**src/rtl/debounce.sv**
```systemverilog
// debounce: synchronizes a raw, possibly bouncing level and accepts a new level only
// after STABLE_CYCLES consecutive agreeing synchronized samples.
//   clk  - rising-edge clock
//   rst  - asynchronous active-high reset
//   in   - raw asynchronous input level
//   o    - debounced level (registered)
//   rise - one-cycle pulse on an accepted 0->1 transition of o (registered)
//   fall - one-cycle pulse on an accepted 1->0 transition of o (registered)
module debounce #(
   parameter int STABLE_CYCLES = 4
) (
   input  logic clk,
   input  logic rst,
   input  logic in,
   output logic o,
   output logic rise,
   output logic fall
);
   typedef enum logic [1:0] {LOW, WAIT_HI, HIGH, WAIT_LO} state_t;
   localparam logic [7:0] LAST = 8'(STABLE_CYCLES - 1);
   state_t state, state_n;
   logic [7:0] cnt, cnt_n;
   logic sync_d, sync_q, done, o_n, rise_n, fall_n;
   assign done = cnt == LAST;
   always_ff @(posedge clk or posedge rst)
      if (rst) begin
         sync_d <= 1'b0;
         sync_q <= 1'b0;
         state  <= LOW;
         cnt    <= 8'd0;
         o      <= 1'b0;
         rise   <= 1'b0;
         fall   <= 1'b0;
      end else begin
         sync_d <= in;
         sync_q <= sync_d;
         state  <= state_n;
         cnt    <= cnt_n;
         o      <= o_n;
         rise   <= rise_n;
         fall   <= fall_n;
      end
   // cnt holds the number of agreeing samples seen so far in a WAIT state;
   // it is zero in every other state and never exceeds LAST.
   always_comb begin
      state_n = state;
      cnt_n   = 8'd0;
      case (state)
         LOW:     if (sync_q) begin state_n = WAIT_HI; cnt_n = 8'd1; end
         WAIT_HI: if (!sync_q) state_n = LOW;
                  else if (done) state_n = HIGH;
                  else cnt_n = cnt + 8'd1;
         HIGH:    if (!sync_q) begin state_n = WAIT_LO; cnt_n = 8'd1; end
         WAIT_LO: if (sync_q) state_n = HIGH;
                  else if (done) state_n = LOW;
                  else cnt_n = cnt + 8'd1;
         default: state_n = LOW;
      endcase
   end
   // Outputs are decoded from the upcoming state so the registered o and the
   // pulses change on the same edge as the accepting state transition.
   always_comb begin
      o_n    = state_n == HIGH || state_n == WAIT_LO;
      rise_n = state == WAIT_HI && state_n == HIGH;
      fall_n = state == WAIT_LO && state_n == LOW;
   end
endmodule

```
**config.mk**
```make
export PLATFORM = sky130hd
export DESIGN_NAME = debounce
export DESIGN_NICKNAME = d
export VERILOG_FILES = /design/src/rtl/debounce.sv
export SDC_FILE = /design/constraint.sdc
export NUM_CORES = 1
export LEC_CHECK = 0
export CAP_MARGIN = 0
export CORE_MARGIN = 5
export CORE_UTILIZATION = 25
export DETAILED_ROUTE_END_ITERATION = 7
export MAX_ROUTING_LAYER = met4
export PLACE_DENSITY_LB_ADDON = 0.15
export SLEW_MARGIN = 25
export SYNTH_ARGS = -nofsm -noshare
export SYNTH_HDL_FRONTEND = slang
export SYNTH_SLANG_ARGS = --single-unit
```
**constraint.sdc**
```tcl
create_clock -name clk -period 3 [get_ports clk]
set_clock_uncertainty 0.2 [all_clocks]
set_input_delay 0.3 -clock clk [delete_from_list [all_inputs] [get_ports clk]]
set_output_delay 0.3 -clock clk [all_outputs]
set_load 0.01 [all_outputs]
```
==> qor.yml <==
power_and_ir_drop:
  power_leakage_nw: 0.2898
  ir_drop_mv: 0.3179
  seqPwrFrac_pct: 55.3
  p_total_mw: 0.4523
  p_comb_share_pct: 21.3
  switching_power_mw: 0.1394
  switching_share_pct: 30.81
  clkPwrFrac_pct: 23.4
  internal_power_mw: 0.3129
  power.density_nw_per_um2: 658.4
synthesis:
  synth_top_flop_cell: "dfrtp_1"
  synth_nets: 54
  synth_top_family_by_area: "simple AND/OR/NAND/NOR gates"
  synth_edf_count: 0
  async_flop_share_pct: 100.0
  synth_compound_area_share_pct: 6.479
  yosys.area_share.adder_pct: 2.160
  ys_seq_area_share_pct: 60.48
  yosys.area_share.simple_pct: 20.95
  synth_area_per_cell_um2: 11.59
  synthMuxAreaShare_pct: 2.592
  ys_warn_count: 0
  ys_ff_latch: 14
  syn_area_um2: 579.3
  synthXorXnorAreaFrac_pct: 6.048
  syn_inst: 50
  synth_cell_types: 20
clock_tree:
  clock-sinks: 14
  hold_buffers: 0
  ctsRootBufferMaster: "clkbuf_4"
  postCtsSetupBuffers: 0
  clk_latency_ps: 280
  numCtsBuffers: 3
  clock_path_buffers: 2
  cts.clk_slew.worst_paths_ps: 90
  cts_tree: "built"
  cts_resized: 0
  ctsHtreeMaxLevel: 1
floorplanning:
  dieHeight_um: 58.14
  die_x_um: 58.14
  start_util_pct: 26.19
  core_um2: 2212
  dieArea_um2: 3380
  row_count: 17
  num_io_pins: 6
final_layout:
  antenna_cells: 0
  fill_cells: 236
  final_layout_size_suffix_gt1_share_pct: 10.34
  nNetsFinal: 64
  post-route-util_pct: 31.05
  syn2layout_area_growth_pct: 18.57
worst_setup_path:
  cp.buffers_inverters: 0
  r2r-start: "cnt[2]"
  cp.arrival_ps: 2120
  cp_slowest_stage_delay_ps: 560
  cp_max_fo: 6
  rrSetupSlack_ps: 840
  critPathKind: "flop to flop"
  crit_path_cell_trace: "or4_1, or4_4, mux2_4"
  required_ps: 2960
  startpoint: "cnt[2]"
  startpoint_type: "flop"
  cp_slowest_cell: "or4_1"
  worstRegToRegCells: 3
  r2r_end: "o"
  cpLargestDelayFamily: "simple AND/OR/NAND/NOR gates"
  endpoint_kind: "flop"
global_routing:
  grt-ovfl-total: 0
  grt_max_degree: 15
  grtUsageTotal_pct: 7.425
  antenna_found_initial: 0
  grt_pass1_wl_um: 1738
  grt_pass1_vias: 385
min_path:
  hp-class: "primary input to async pin"
job:
  drv_cap: 0
drt:
  drtAntennaViolNets: 0
  drt-initial-drc-count: 7
  via_per_inst: 4.605
  first_pass_iters: 4
  post_drt_wl_per_cell_um: 11.71
  drc: 0
  drt_wl_total_um: 1007
  vias: 396
place:
  place_ws_ps: 862.2
  dpl.hpwl_um: 720
  gp_routability_congestion: 0.6868
  portBuffers: 5
timing:
  tns_ps: 0
  drv_slew: 0
  tightest_slew_ps: 521.6
  max_slew_margin_pct: 65.19
  worst_slack_ps: 836.7
  min_period_over_period_pct: 72.11
  fmax_mhz: 462.3
  hold_viol_final: 0
  setup_viol: 0
  rsz0062_at_grt: "false"
  layout_min_cycle_time_ps: 2163
run_status:
  outcome: "finished clean"
-- synth_stat cells, drive strengths merged (2+ instances only) --
library cell | number | area share [%]
o21ai | 3 | 2.6
inv | 2 | 1.3
xor2 | 3 | 4.5
nand3 | 4 | 3.5
or3 | 3 | 3.2
nor3 | 2 | 1.7
nand2 | 3 | 1.9
or4 | 2 | 3.2
nor3b | 2 | 2.6
dfrtp | 14 | 60
nor2 | 2 | 1.3
a21oi | 3 | 2.6
-- how the worst max path moves through the flow --
stage / cells past startpoint / end / slack, ps
2_1_floorplan: 3 / o / 920
3_3_place_gp: 3 / o / 890
3_5_place_dp: 3 / o / 860
4_1_cts: 3 / o / 840
5_1_grt: 3 / o / 780
6_report: 3 / o / 840
-- state kept, by name, summed over array words and instances, names as in the netlist --
signal / count
cnt: 8
fall: 1
o: 1
rise: 1
state: 1
sync_d: 1
sync_q: 1
-- layout make-up --
| type | instances | area, um2 | area share, % |
|---|---|---|---|
| Clock buffer | 3 | 22.52 | 3.279 |
| Inverter | 2 | 7.507 | 1.093 |
| Multi-Input combinational cell | 34 | 221.5 | 32.24 |
| Sequential cell | 14 | 350.3 | 51.00 |
| Tap cell | 28 | 35.03 | 5.100 |
| Timing Repair Buffer | 5 | 50.05 | 7.286 |
-- cell usage in the layout (no fill, tap or decap), types with 2 or more instances in the layout --
cell type | netlist | final
dfrtp_1 | 14 | 14
clkdlybuf4s50_1 | 0 | 5
nand3_1 | 4 | 4
xor2_1 | 3 | 3
nand2_1 | 3 | 3
o21ai_0 | 3 | 3
or3_1 | 3 | 3
a21oi_1 | 3 | 3
clkbuf_4 | 0 | 3
nor3_1 | 2 | 2
inv_1 | 2 | 2
nor2_1 | 2 | 2
nor3b_1 | 2 | 2
-- metrics by stage --
stage | cells | area [um2] | hold WS [ps]
6_report | 86 | 686.9 | 150.8
4_1_cts | 86 | 686.9 | 163.0
5_1_grt | 86 | 686.9 | 164.9
2_1_floorplan | 50 | 579.3 | -10.78
3_3_place_gp | 83 | 664.4 | 134.4
3_5_place_dp | 83 | 664.4 | 144.9
-- power by group through the flow --
stage,registers [mW],logic (mW),clock network [mW]
2_1_floorplan,0.247,0.0629,0
3_3_place_gp,0.254,0.100,0
3_5_place_dp,0.253,0.0978,0
4_1_cts,0.250,0.0985,0.110
5_1_grt,0.253,0.110,0.119
6_report,0.250,0.0964,0.106
-- cell families (layout without fill, tap and decap cells) --
| group | Yosys count | after routing |
|---|---|---|
| AO/OA/AOI/OAI | 7 | 7 |
| XOR/XNOR | 4 | 4 |
| adder cells (fa/ha/maj) | 1 | 1 |
| buffers and inverters | 2 | 10 |
| flip-flops | 14 | 14 |
| multiplexers | 1 | 1 |
| AND/OR/NAND/NOR | 21 | 21 |
-- routing by layer --
layer  track usage [%]  share of wire [%]  up-vias  wire length [um]
met5                 -                  0        -                 0
li1                  -                  -      197                 -
met2             8.387                 40        7               399
met1             9.726                 54      188               542
met4             6.954                2.8        0                28
met3             2.673                3.7        4                37
No activity file was read; power rests on OpenSTA's default activity.
